<file path="src/rtl/ram_arbiter_pkg.sv">
// Shared widths, port IDs and pipeline record for the two-port RAM arbiter.
// Addresses are 16 bits wide so that every implemented byte (0x0000..0xC686) and the first out-of-range address can be expressed.
package ram_arbiter_pkg;

    localparam int ADDR_W        = 16;
    localparam int DATA_W        = 8;
    localparam int MEM_DEPTH_DEF = 50823;

    typedef enum logic {
        PORT_CPU = 1'b0,
        PORT_DMA = 1'b1
    } port_e;

    typedef struct packed {
        logic  vld;
        port_e owner;
        logic  in_range;
    } cmd_t;

    function automatic logic addr_in_range(input logic [ADDR_W-1:0] addr, input int unsigned depth);
        return {{(32-ADDR_W){1'b0}}, addr} < depth;
    endfunction

endpackage

</file>
<file path="src/rtl/ram_arbiter_rr.sv">
// rr_arbiter2: 2-way request to one-hot grant, combinational; last-granted pointer or fixed priority.
// Grants are forced low during reset; the pointer restarts at the DMA port so the CPU wins the first tie.
import ram_arbiter_pkg::*;

module rr_arbiter2 #(
    parameter bit FIXED_PRIO = 1'b0
) (
    input  logic       clk_i,
    input  logic       rst_i,
    input  logic [1:0] req_i,
    output logic [1:0] gnt_o
);

    port_e last_q, last_d;
    logic  p0_wins;

    always_comb begin
        gnt_o   = 2'b00;
        last_d  = last_q;
        p0_wins = req_i[0] & (~req_i[1] | FIXED_PRIO | (last_q == PORT_DMA));
        if (!rst_i) begin
            gnt_o[0] = p0_wins;
            gnt_o[1] = req_i[1] & ~p0_wins;
        end
        if (gnt_o[0]) begin
            last_d = PORT_CPU;
        end else if (gnt_o[1]) begin
            last_d = PORT_DMA;
        end
    end

    always_ff @(posedge clk_i) begin
        if (rst_i) begin
            last_q <= PORT_DMA;
        end else begin
            last_q <= last_d;
        end
    end

endmodule

</file>
<file path="src/rtl/ram_arbiter.sv">
// Two-port arbiter in front of a synchronous read-before-write byte RAM; one access per clock.
// Grant is same-cycle, completion 2 cycles later; a losing port simply holds its request.
import ram_arbiter_pkg::*;

module ram_arbiter #(
    parameter int ARB_MODE  = 0,
    parameter int MEM_DEPTH = MEM_DEPTH_DEF
) (
    input  logic              clk,
    input  logic              rst,
    input  logic              p0_req,
    input  logic              p0_we,
    input  logic [ADDR_W-1:0] p0_addr,
    input  logic [DATA_W-1:0] p0_wdata,
    output logic              p0_gnt,
    output logic              p0_done,
    output logic [DATA_W-1:0] p0_rdata,
    output logic              p0_err,
    input  logic              p1_req,
    input  logic              p1_we,
    input  logic [ADDR_W-1:0] p1_addr,
    input  logic [DATA_W-1:0] p1_wdata,
    output logic              p1_gnt,
    output logic              p1_done,
    output logic [DATA_W-1:0] p1_rdata,
    output logic              p1_err,
    output logic [ADDR_W-1:0] ram_addr,
    output logic [DATA_W-1:0] ram_data_in,
    output logic              ram_write_en,
    output logic              ram_read_en,
    input  logic [DATA_W-1:0] ram_data_out
);

    logic [1:0]        gnt;
    logic [ADDR_W-1:0] sel_addr;
    logic [DATA_W-1:0] sel_wdata;
    logic              sel_we;
    logic              sel_in_rng;

    cmd_t              cmd_q, cmd_d;
    cmd_t              resp_q, resp_d;
    logic [ADDR_W-1:0] ram_addr_q, ram_addr_d;
    logic [DATA_W-1:0] ram_din_q, ram_din_d;
    logic              ram_we_q, ram_we_d;
    logic              ram_re_q, ram_re_d;

    rr_arbiter2 #(
        .FIXED_PRIO (ARB_MODE != 0)
    ) u_arb (
        .clk_i (clk),
        .rst_i (rst),
        .req_i ({p1_req, p0_req}),
        .gnt_o (gnt)
    );

    assign p0_gnt = gnt[0];
    assign p1_gnt = gnt[1];

    always_comb begin
        sel_addr   = gnt[1] ? p1_addr  : p0_addr;
        sel_wdata  = gnt[1] ? p1_wdata : p0_wdata;
        sel_we     = gnt[1] ? p1_we    : p0_we;
        sel_in_rng = addr_in_range(sel_addr, MEM_DEPTH);

        cmd_d      = '0;
        ram_addr_d = ram_addr_q;
        ram_din_d  = ram_din_q;
        ram_we_d   = 1'b0;
        ram_re_d   = 1'b0;
        if (|gnt) begin
            cmd_d.vld      = 1'b1;
            cmd_d.owner    = gnt[1] ? PORT_DMA : PORT_CPU;
            cmd_d.in_range = sel_in_rng;
            ram_addr_d     = sel_addr;
            ram_din_d      = sel_wdata;
            // Out-of-range writes are dropped here so they never reach the array.
            ram_we_d       = sel_we & sel_in_rng;
            ram_re_d       = ~sel_we;
        end
        resp_d = cmd_q;
    end

    always_ff @(posedge clk) begin
        if (rst) begin
            cmd_q      <= '0;
            resp_q     <= '0;
            ram_addr_q <= '0;
            ram_din_q  <= '0;
            ram_we_q   <= 1'b0;
            ram_re_q   <= 1'b0;
        end else begin
            cmd_q      <= cmd_d;
            resp_q     <= resp_d;
            ram_addr_q <= ram_addr_d;
            ram_din_q  <= ram_din_d;
            ram_we_q   <= ram_we_d;
            ram_re_q   <= ram_re_d;
        end
    end

    assign ram_addr     = ram_addr_q;
    assign ram_data_in  = ram_din_q;
    assign ram_write_en = ram_we_q;
    assign ram_read_en  = ram_re_q;

    // RAM output is consumed combinationally in the response cycle.
    always_comb begin
        p0_done  = ~rst & resp_q.vld & (resp_q.owner == PORT_CPU);
        p1_done  = ~rst & resp_q.vld & (resp_q.owner == PORT_DMA);
        p0_err   = p0_done & ~resp_q.in_range;
        p1_err   = p1_done & ~resp_q.in_range;
        p0_rdata = (p0_done && resp_q.in_range) ? ram_data_out : '0;
        p1_rdata = (p1_done && resp_q.in_range) ? ram_data_out : '0;
    end

endmodule

</file>
<file path="config.mk">
export PLATFORM = sky130hd
export DESIGN_NAME = ram_arbiter
export DESIGN_NICKNAME = d
export VERILOG_FILES = /design/src/rtl/ram_arbiter_pkg.sv /design/src/rtl/ram_arbiter_rr.sv /design/src/rtl/ram_arbiter.sv
export SDC_FILE = /design/constraint.sdc
export NUM_CORES = 1
export LEC_CHECK = 0
export ABC_CLOCK_PERIOD_IN_PS = 1600
export CAP_MARGIN = 15
export CORE_MARGIN = 1.5
export CORE_UTILIZATION = 33
export CTS_CLUSTER_DIAMETER = 100
export DETAILED_ROUTE_END_ITERATION = 16
export PLACE_DENSITY = 0.76
export SYNTH_ARGS = -nofsm -noshare
export SYNTH_HDL_FRONTEND = slang
export SYNTH_SLANG_ARGS = --single-unit
</file>
<file path="constraint.sdc">
create_clock -name clk -period 1.6 [get_ports clk]
set_clock_uncertainty 0.2 [all_clocks]
set_input_delay 0.16 -clock clk [delete_from_list [all_inputs] [get_ports clk]]
set_output_delay 0.16 -clock clk [all_outputs]
set_load 0.01 [all_outputs]
</file>
# After elaboration in Yosys (flattened, before gate mapping)
# Cells that the tools add are included.
[totals] ff_bits=33 inputBits=62 out_inout_bits=48
[op_classes] n_lt_le_gt_ge=1 mux=10 bitwise=16 reduce_logical=5
[ops] cell="2-to-1 mux 8 bit" n=3
[ops] cell="less-than comparator 16 bit, second input constant" n=1
[ops] cell="2-to-1 mux 16 bit" n=1
[ops] cell="AND 1 bit" n=8
[ops] cell="NOT 1 bit" n=7
[ops] cell="2-to-1 mux 1 bit" n=4
[ops] cell="OR reduction 2 bit" n=2
[ops] cell="2-to-1 mux 3 bit" n=1
[ops] cell="logical AND 1 bit" n=2
[ops] cell="2-to-1 mux 2 bit" n=1
[ops] cell="nonzero test 2 bit" n=1
[ops] cell="bitwise OR 1 bit" n=1

# Logic depth before layout (Yosys ltp)
# Gate-level depths: netlist of run 1.
[logic_depth] ltp_word=9 ltp_mapped=7 mapped_depth_nobuf=5

# Modules after synthesis
# A second synthesis of run 1 with hierarchy kept.
[hier_totals] hier_cells=199 hier_area_um2=1635.3
[by_module_without_submodules] module="ram_arbiter" instances=1 cells_per_inst=192 area_each_um2=1577.8
[by_module_without_submodules] module="rr_arbiter2" instances=1 cells_per_inst=7 area_each_um2=57.6

# Worst setup path before layout of run 1
# No wires, ideal clock.
[synth_path] kind="reg-to-reg" startpoint="reg u_arb.last_q" endpoint="reg ram_re_q (netlist: ram_read_en)" setup_ns=0.059 arrival_ns=1.331 t_required_ns=1.341 path_slack_ns=0.010 stages_incl_launch_ff=8 period_less_slack_ns=1.590 cell_sequence="dfxtp_1 -> and2_4 -> or2_1 -> buf_6 -> inv_4 -> buf_6 -> mux2i_1 -> and2_1"
[synth_between] elab_chain_len=8
[synth_rtl] element="start, declared" line="ram_arbiter_rr.sv:14" text="port_e last_q, last_d;"
[synth_rtl] element="start signal, assigned" line="ram_arbiter_rr.sv:36" text="last_q <= last_d;"
[synth_rtl] element="bitwise OR 1 bit *" line="ram_arbiter_rr.sv:20" text="p0_wins = req_i[0] & (~req_i[1] | FIXED_PRIO | (last_q == PORT_DMA));"
[synth_rtl] element="AND 1 bit *" line="ram_arbiter_rr.sv:20"
[synth_rtl] element="NOT 1 bit" line="ram_arbiter_rr.sv:23" text="gnt_o[1] = req_i[1] & ~p0_wins;"
[synth_rtl] element="AND 1 bit" line="ram_arbiter_rr.sv:23"
[synth_rtl] element="2-to-1 mux 2 bit *" line="ram_arbiter_rr.sv:21" text="if (!rst_i) begin"
[synth_rtl] element="OR reduction 2 bit" line="ram_arbiter.sv:70" text="if (|gnt) begin"
[synth_rtl] element="NOT 1 bit (no line)"
[synth_rtl] element="OR reduction 2 bit (no line)"
[synth_rtl] element="end signal, assigned" line="ram_arbiter.sv:97" text="ram_re_q <= ram_re_d;"
[synth_rtl] element="end, declared" line="ram_arbiter.sv:45" text="logic ram_re_q, ram_re_d;"
# Mark *: on every way between the ends. The rest lies on a longest branch, timed or not.
# A chain may end at the register's enable or synchronous reset.

# Final worst setup path of run 1
[layout_path] startpoint="reg resp_q[1] (netlist bit)" endpoint="out p1_rdata[5]"
[layout_between] elab_chain_len=3
[layout_rtl] element="start, declared" line="ram_arbiter.sv:41" text="cmd_t resp_q, resp_d;"
[layout_rtl] element="start signal, assigned" line="ram_arbiter.sv:93" text="resp_q <= resp_d;"
[layout_rtl] element="AND 1 bit" line="ram_arbiter.sv:109" text="p1_done = ~rst & resp_q.vld & (resp_q.owner == PORT_DMA);"
[layout_rtl] element="logical AND 1 bit" line="ram_arbiter.sv:113" text="p1_rdata = (p1_done && resp_q.in_range) ? ram_data_out : '0;"
[layout_rtl] element="2-to-1 mux 8 bit" line="ram_arbiter.sv:113"
[layout_rtl] element="end, declared" line="ram_arbiter.sv:25" text="output logic [DATA_W-1:0] p1_rdata,"
# Every way passes these cells.

==> results.cfg, run 1 <==
[route]
num_vias = 1949
antenna_left = 0
drtIter0Drc = 47
dr.pass1.iters = 4
viasPerCell = 4.82
drcViolationCount = 0
wl_mm = 5.77
wl_per_cell_um = 14.3

[floorplanning]
core-area_mm2 = 0.00514
die_area_mm2 = 0.00584
die_w_um = 76.5
rows = 26
start_util_pct = 34.6
fp.dieH_um = 76.5
ios = 110

[power_and_ir_drop]
p_sw_share_pct = 26.5
peakVddDrop_v = 0.000491
total_power_uw = 2260
p_sw_uw = 601
p_per_area_mw_per_mm2 = 673
pwr-share-clk_pct = 30.7
p_comb_share_pct = 28.8
p_leak_uw = 0.00150
intPower_uw = 1660
seqPwrFrac_pct = 40.6

[global_route]
grt_pass1_vias = 1847
grt_pass1_wl_mm = 8.82
antenna_found_initial = 0
grt_util_all_layers_pct = 18.6
grt_overflow_total = 0
grt_max_degree = 29

[synth]
netlist_top_cells_count = nand2_1 (35), dfxtp_1 (33), nor2_1 (18)
syn_area_mm2 = 0.00178
synth_top_family_by_area = simple AND/OR/NAND/NOR gates
async_reset_ff_share_pct = 0
syn_area_per_cell_um2 = 9.27
synth_cell_type_count = 36
yosys.area_share.adder_pct = 0
synth_mux_area_share_pct = 4.50
synthXorXnorAreaFrac_pct = 0
yosysTopAreaCell = dfxtp_1
synth_enable_flop_cells = 0
synth-simple-area-share_pct = 29.9
yosysSeqAreaShare_pct = 37.1
synth_cells = 192
synth.net_count = 254
synth_top_area_share_pct = 37.1
ys.flop_type = dfxtp_1
synth-seq-cells = 33
yosys_warnings = 0
synth.most_common_cell = nand2_1
ys_top_cells_by_area = dfxtp_1 (37%), a311oi_2 (14%), nand2_1 (7.4%), and3_1 (6.0%), mux2i_1 (4.5%)
synth-compound-area-share_pct = 20.5

[worst_setup_path]
required_ns = 1.24
criticalPathCategory = flip-flop to output port
cp_max_fo = 3
rr_worst_depth = 7
startpoint_type = flip-flop
crit_start = resp_q[1]
critical_path_arrival_ns = 1.36
r2r-start = u_arb.last_q
end_kind = output port
r2r_slack_ns = 0.02
r2r_end = ram_write_en

[placed_design]
placement.io_buffers = 109
place_area_mm2 = 0.00313
hpwl_mm = 4.06
gp_congestion = 0.715
place_ws_ns = -0.551

[cells_and_area]
nets = 395
syn_to_final_growth_pct = 89.0
drive_above_1_share_pct = 33.8
fillers = 484
fin_area_mm2 = 0.00336
diodes = 0

[sta]
worst_slew_pin_slew_ns = 0.388
setup_ws_ns = -0.119
slew_headroom_pct = 74.1
timing.fmax_mhz = 582
finalSetupViolCount = 4
drv_slew = 0
period_share_pct = 107
fin_crit_ns = 1.72
rsz0062_at_grt = yes
final_hold_viol_count = 0

[clocking]
clock-root-buffer = clkbuf_8
clock_latency_ns = 0.28
cts_buffers = 5
clkSinkCount = 33
h-tree-depth = 2
cts_tree = done
clockBufferDepth = 2
path_clk_slew_ns = 0.07

[min_path]
min_to = ram_addr[5]
hp-start = p0_addr[5]
worstHoldPathCells = 3
min_path_type = input port to flip-flop

[outcome]
failed_checks = setup timing
status = finished with violations

[job]
drv_cap = 0
-- worst max-delay path by stage --
stage	end	slack, ns	depth (start not counted)
floorplan	ram_read_en	0.01	7
global placement	p1_rdata[6]	-0.50	4
detailed placement	p1_rdata[6]	-0.55	4
CTS	p1_rdata[2]	-0.10	5
global route	p1_rdata[5]	-0.18	5
finish	p1_rdata[5]	-0.12	5
-- area by class of cell --
cell class                 count  area (um^2)  share of cell area [%]
multi-input combinational    143         1090                    32.4
clock inverter                 1         5.00                   0.149
inverter                       3         28.8                   0.855
sequential                    33          666                    19.8
timing repair buffer         147         1390                    41.3
tap                           70         87.6                    2.60
clock buffer                   7         96.3                    2.86
-- metrics by stage --
step,hold slack (ns),setup TNS [ns],util [%],std cells
5_1_grt,0.0217,-1.37,65.5,404
4_1_cts,0.116,-0.474,62.5,401
3_3_place_gp,0.218,-19.40,60.8,388
2_1_floorplan,0.105,0,-,192
3_5_place_dp,0.220,-21.15,60.8,388
6_report,0.0196,-0.447,65.5,404
-- kinds of logic (layout without fill, tap and decap cells) --
group | count (synthesis) | after routing
and+or+nand+nor | 101 | 102
buffers and inverters | 17 | 158
muxes | 8 | 8
DFF | 33 | 33
AOI/OAI and AO/OA | 33 | 33
-- routing by layer --
| layer | up-vias | track usage, % | wire length (um) |
|---|---|---|---|
| met4 | 0 | 4.63 | 80 |
| met2 | 73 | 31.6 | 2920 |
| met1 | 889 | 23.2 | 2460 |
| met3 | 11 | 5.15 | 314 |
| met5 | - | 0 | 0 |
| li1 | 976 | - | - |
-- sequential cells by signal (all words and copies together) (netlist names) --
signal        cells
ram_read_en       1
u_arb.last_q      1
ram_data_in       8
resp_q            3
ram_addr         16
ram_write_en      1
cmd_q             3
-- power by group through the flow --
| stage | clock [uW] | sequential (uW) | combinational [uW] |
|---|---|---|---|
| 2_1_floorplan | 0 | 953 | 230 |
| 3_3_place_gp | 0 | 934 | 611 |
| 3_5_place_dp | 0 | 935 | 618 |
| 4_1_cts | 710 | 918 | 621 |
| 5_1_grt | 767 | 927 | 693 |
| 6_report | 695 | 918 | 651 |
-- layout by cell type, fill, tap and decap left out, types with 2 or more instances in the layout --
| master | netlist | final |
|---|---|---|
| nor2_2 | 2 | 2 |
| dfxtp_2 | 0 | 4 |
| dlygate4sd2_1 | 0 | 5 |
| buf_8 | 0 | 2 |
| a311oi_2 | 17 | 17 |
| nor3_2 | 0 | 2 |
| nor2b_1 | 5 | 5 |
| and3_1 | 17 | 13 |
| mux2i_1 | 8 | 8 |
| dfxtp_1 | 33 | 29 |
| o21ai_0 | 9 | 8 |
| buf_6 | 5 | 10 |
| clkbuf_8 | 0 | 7 |
| clkbuf_2 | 0 | 2 |
| dlymetal6s2s_1 | 0 | 6 |
| nand3b_1 | 7 | 7 |
| clkdlybuf4s50_1 | 0 | 76 |
| nor2_1 | 18 | 17 |
| buf_2 | 2 | 15 |
| buf_12 | 1 | 4 |
| nor3_1 | 5 | 3 |
| buf_4 | 2 | 27 |
| or4_4 | 0 | 2 |
| and3_4 | 0 | 4 |
| nand2_1 | 35 | 35 |
| and3b_2 | 0 | 2 |
-- critical path, cell delays in order (launching register included) --
cell     delay [ns]
dfxtp_2        0.34
and3b_2        0.23
buf_6          0.12
buf_6          0.11
and3_4         0.17
buf_6          0.11
-- what timing repair did --
action	in CTS	in global routing
buffers inserted	4	3
hold buffers	0	0
endpoints found under the setup margin	42	32
pin swaps	8	10
gates cloned	1	0
resized for setup	100	37
(Power assumes the default switching activity.)
==> inputs of run 2 (changes only) <==
CORE_MARGIN = not set   (was 1.5)
==> run 2 against run 1 <==
Net effect: clock power rose by 17%; critical path depth fell by 1; the run still ends with setup timing left; critical path type unchanged; sequential share of layout area fell by 0.44 points; first-iteration DRC count grew 13%; global-route usage rose by 1.6 points; largest power group unchanged; non-clock buffer count increased by 3; final cell count is 0.74% higher; wire length is 3.4% higher; via count grew 0.31%; utilization is 1.5 points higher.
==> results.cfg, run 2 (synthesis gave the netlist of run 1 again) <==
[route]
viasPerCell = 4.80
drtIter0Drc = 53
wl_per_cell_um = 14.7
num_vias = 1955
drcViolationCount = 0
dr.pass1.iters = 4
antenna_left = 0
wl_mm = 5.97

[clocking]
cts_tree = done
cts_hold_buffers = 0
clock-root-buffer = clkbuf_8
clkSinkCount = 33
path_clk_slew_ns = 0.07
clock_latency_ns = 0.28
h-tree-depth = 2
clockBufferDepth = 2
cts_buffers = 5

[global_route]
grt_max_degree = 19
grt_overflow_total = 0
antenna_found_initial = 0
grt_util_all_layers_pct = 20.2
grt_pass1_wl_mm = 8.74
grt_pass1_vias = 1927

[cells_and_area]
fin_area_mm2 = 0.00344
diodes = 0
drive_above_1_share_pct = 36.2
syn_to_final_growth_pct = 93.3
nets = 398
layout_common_cells = clkdlybuf4s50_1 (81), nand2_1 (35), buf_4 (30)
fillers = 470
largest_register_ff_count = 16
utilization_pct = 66.9
final_common_cell = clkdlybuf4s50_1

[worst_setup_path]
crit_slowest_cell = dfxtp_2
critical_path_arrival_ns = 1.37
r2r_slack_ns = -0.06
critPathMaxStageDelay_ns = 0.36
r2r-start = u_arb.last_q
cp-endpoint = p0_rdata[4]
cp_common_cell = buf_6
end_kind = output port
criticalPathCategory = flip-flop to output port
crit_start = resp_q[2]
r2r_end = ram_data_in[7]
required_ns = 1.24
startpoint_type = flip-flop
cp_max_fo = 5
crit_chain = nor3b_4 -> buf_6 -> and3_4 -> buf_6
rr_worst_depth = 6

[floorplanning]
die_area_mm2 = 0.00569
start_util_pct = 34.6
core-area_mm2 = 0.00514
fp.dieH_um = 75.5
rows = 26
ios = 110
die_w_um = 75.5

[outcome]
status = finished with violations
failed_checks = setup timing

[job]
drv_cap = 0

[placed_design]
place_ws_ns = -0.618
gp_congestion = 0.753
hpwl_mm = 4.33
place_area_mm2 = 0.00314
placement.io_buffers = 109

[min_path]
min_path_type = input port to flip-flop
hp-start = p1_addr[6]

[sta]
worst_slew_pin_slew_ns = 0.338
final_hold_viol_count = 0
setup_ws_ns = -0.129
finalSetupViolCount = 18
hold_slack_ns = 0.0230
slew_headroom_pct = 77.2
timing.fmax_mhz = 578
drv_slew = 0
fin_crit_ns = 1.73
period_share_pct = 108
rsz0062_at_grt = yes

[power_and_ir_drop]
p_leak_uw = 0.00146
peakVddDrop_v = 0.000449
p_per_area_mw_per_mm2 = 692
run 2: changes by cell type in the layout (fill, tap and decap cells not counted), sizes merged:
| cell | delta |
|---|---|
| clkinv | -1 |
| bufinv | +1 |
| clkdlybuf4s50 | +5 |
| dlymetal6s2s | -4 |
| buf | +3 |
| dlygate4sd2 | -1 |
run 2: per-stage QoR:
stage | TNS, ns | instances | total power, uW
final | -1.28 | 407 | 2380
after floorplan | 0 | 192 | 1180
after global placement | -23.14 | 392 | 1550
after detailed placement | -25.60 | 392 | 1560
after CTS | -0.655 | 407 | 2380
after global routing | -3.34 | 407 | 2510
run 2: what timing repair did:
action                                  4_1_cts  5_1_grt
endpoints found under the setup margin       49       39
pin swaps                                     9        6
cloned                                        1        0
gates resized for setup                     113       33
buffers inserted                              6        1
run 2: worst max-delay path, delay by kind of cell (launching register included):
family	cells	cell delay, ns
flip-flops	1	0.36
buffers and inverters	2	0.26
AND/OR/NAND/NOR	2	0.47
run 2: layout make-up:
type                    instances  area (um^2)  share of cell area [%]
repair buffers                150         1440                    41.7
multi-input cells             143         1110                    32.2
flip-flops and latches         33          666                    19.3
well taps                      70         87.6                    2.55
clock buffers                   7         86.3                    2.51
clock inverters                 1         30.0                   0.873
inverters                       3         28.8                   0.836
run 2: how the worst min path moves through the flow:
stage                    to  slack, ns  cells after the start
3_5_place_dp      resp_q[0]       0.23                      1
2_1_floorplan  u_arb.last_q       0.11                      2
3_3_place_gp      resp_q[1]       0.22                      1
4_1_cts           resp_q[0]       0.24                      1
5_1_grt         ram_addr[6]       0.03                      3
6_report        ram_addr[6]       0.02                      3
run 2: power breakdown:
group          total [uW]  internal [uW]  switching [uW]
Combinational         648            389             260
Sequential            922            884            38.2
Clock                 811            508             303
Total                2380           1780             601
run 2: routing by layer:
layer  GRT usage, %  routed length, um
met3           5.82                315
met4           3.91                 70
met2           35.9               3200
met1           24.4               2380
met5              0                  0
==> inputs of run 3 (changes only) <==
CORE_UTILIZATION = 32   (was 33)
SYNTH_HIERARCHICAL = 1   (was not set)
==> run 3 against run 2 <==
Net effect: wire length up 9.5%; synthesized cell count up 3.6%; the run still ends with setup timing left; die area down 5.1%; largest power group unchanged; hold slack better by 0.22 ns; critical endpoint is now ram_write_en; via count up 4.1%; sequential cell count unchanged; sequential share of layout area about the same; critical path depth up 1; utilization up 4.7 points; global-route usage up 3.7 points; clock power down 25%; critical path type is now flip-flop to flip-flop; combinational power down 0.6%.
==> results.cfg, run 3 <==
[outcome]
status = finished with violations
failed_checks = setup timing

[sta]
setup_ws_ns = -0.408
rsz0062_at_grt = yes
slew_headroom_pct = 76.1
hold_slack_ns = 0.238
timing.fmax_mhz = 498
finalSetupViolCount = 48
period_share_pct = 125
fin_crit_ns = 2.01
worst_slew_pin_slew_ns = 0.358
drv_slew = 0
final_hold_viol_count = 0

[global_route]
grtUsageMet1_pct = 25.3
grt_pass1_wl_mm = 9.72
grt_max_degree = 20
gr-usage-met2_pct = 43.6
grt_overflow_total = 0
grt_util_all_layers_pct = 23.9
antenna_found_initial = 0
grt_pass1_vias = 2044
grt_use_met3_pct = 8.92
busiest_layer = met2

[route]
antenna_left = 0
viasPerCell = 5.01
dr.pass1.iters = 4
num_vias = 2036
wl_per_cell_um = 16.1
drcViolationCount = 0
drtIter0Drc = 87
wl_mm = 6.54

[worst_setup_path]
cp_max_fo = 3
r2r_slack_ns = -0.41
cp-endpoint = ram_write_en
crit_start = u_arb/last_q
critical_path_arrival_ns = 2.01
required_ns = 1.60
startpoint_type = flip-flop
criticalPathCategory = flip-flop to flip-flop
rr_worst_depth = 5
r2r_end = ram_write_en
r2r-start = u_arb/last_q
end_kind = flip-flop

[power_and_ir_drop]
p_leak_uw = 0.00143
total_power_uw = 2160
p_per_area_mw_per_mm2 = 627
peakVddDrop_v = 0.000396

[cells_and_area]
syn_to_final_growth_pct = 111
largest_register_ff_count = 16
drive_above_1_share_pct = 30.1
layout_common_cells = clkdlybuf4s50_1 (84), nor2_1 (45), buf_6 (35)
diodes = 0
final_cells = 406
nets = 400
utilization_pct = 71.6
final_common_cell = clkdlybuf4s50_1
fin_area_mm2 = 0.00345

[floorplanning]
die_w_um = 73.5
fp.dieH_um = 73.5
die_area_mm2 = 0.00540
ios = 110
core-area_mm2 = 0.00482
start_util_pct = 33.9
rows = 25

[synth]
synth_enable_flop_cells = 0
synth_cell_type_count = 33
synth_top_area_share_pct = 40.4
yosysSeqAreaShare_pct = 40.4
syn_area_per_cell_um2 = 8.22
synth.most_common_cell = nor2_1
yosysTopAreaCell = dfxtp_1
async_reset_ff_share_pct = 0
synth_cells = 199
ys.flop_type = dfxtp_1
ys_top_cells_by_area = dfxtp_1 (40%), mux2i_1 (14%), nor2_1 (10%), a21oi_1 (7.0%), and3_1 (6.1%)
synth.net_count = 261
yosys_warnings = 6
netlist_top_cells_count = nor2_1 (45), dfxtp_1 (33), a21oi_1 (23), mux2i_1 (23), and3_1 (16)
syn_area_mm2 = 0.00164
synth-seq-cells = 33

[clocking]
path_clk_slew_ns = 0.07
cts_hold_buffers = 0
clock_latency_ns = 0.28
cts_tree = done
clkSinkCount = 33
cts_buffers = 5
clockBufferDepth = 2
clock-root-buffer = clkbuf_8
h-tree-depth = 2

[placed_design]
place_area_mm2 = 0.00288
dp_cells = 373
placement.io_buffers = 109
gp_congestion = 0.737
hpwl_mm = 3.92

[job]
drv_cap = 0

[min_path]
min_path_type = flip-flop to flip-flop
-- run 3: routing by layer --
layer / up-vias / share of wire (%)
met5: - / 0
met4: 0 / 1.6
met3: 15 / 8.8
met2: 95 / 51
met1: 947 / 38
li1: 979 / -
-- run 3: what timing repair did --
action | in CTS | in global routing
pin swaps | 8 | 7
cloned | 6 | 0
resized for setup | 145 | 24
setup buffers | 19 | 5
setup endpoints to repair | 50 | 49
-- run 3: critical path, cell delays in order (launching register included) --
cell      delay (ns)
dfxtp_2         0.33
a211oi_4        0.33
or4b_1          0.48
o22a_1          0.18
o2111a_2        0.28
nor4_2          0.13
-- run 3: per-stage QoR --
step	setup TNS, ns	setup WS (ns)
5_1_grt	-9.27	-0.471
2_1_floorplan	-3.31	-0.356
4_1_cts	-4.78	-0.382
3_5_place_dp	-27.21	-0.743
6_report	-6.21	-0.408
3_3_place_gp	-25.42	-0.628
-- run 3: cell type report --
type | count | area (um^2)
Clock inverter | 3 | 17.5
Tap cell | 67 | 83.8
Inverter | 3 | 11.3
Multi-Input combinational cell | 150 | 1090
Clock buffer | 5 | 68.8
Timing Repair Buffer | 145 | 1510
Sequential cell | 33 | 666
Fill cell | 370 | 1370
-- run 3: logic make-up (layout without fill, tap and decap cells) --
kind of cell / count (synthesis) / in the layout / synth area share, %
buffers and inverters: 17 / 156 / 4.13
AND/OR/NAND/NOR: 91 / 92 / 28.8
multiplexers: 23 / 23 / 14.1
flip-flops: 33 / 33 / 40.4
AO/OA/AOI/OAI: 35 / 35 / 12.5
-- run 3: how the worst min path moves through the flow --
stage,start,to,cells after the start
after floorplan,rst,u_arb/last_q,1
after global placement,cmd_q[1],resp_q[1],1
after detailed placement,cmd_q[2],resp_q[2],1
after CTS,cmd_q[2],resp_q[2],1
after global routing,cmd_q[2],resp_q[2],1
final,cmd_q[2],resp_q[2],1
-- run 3: report_power, final --
part           internal, uW  switching, uW
logic                   389            256
clock network           300            309
registers               876           32.8
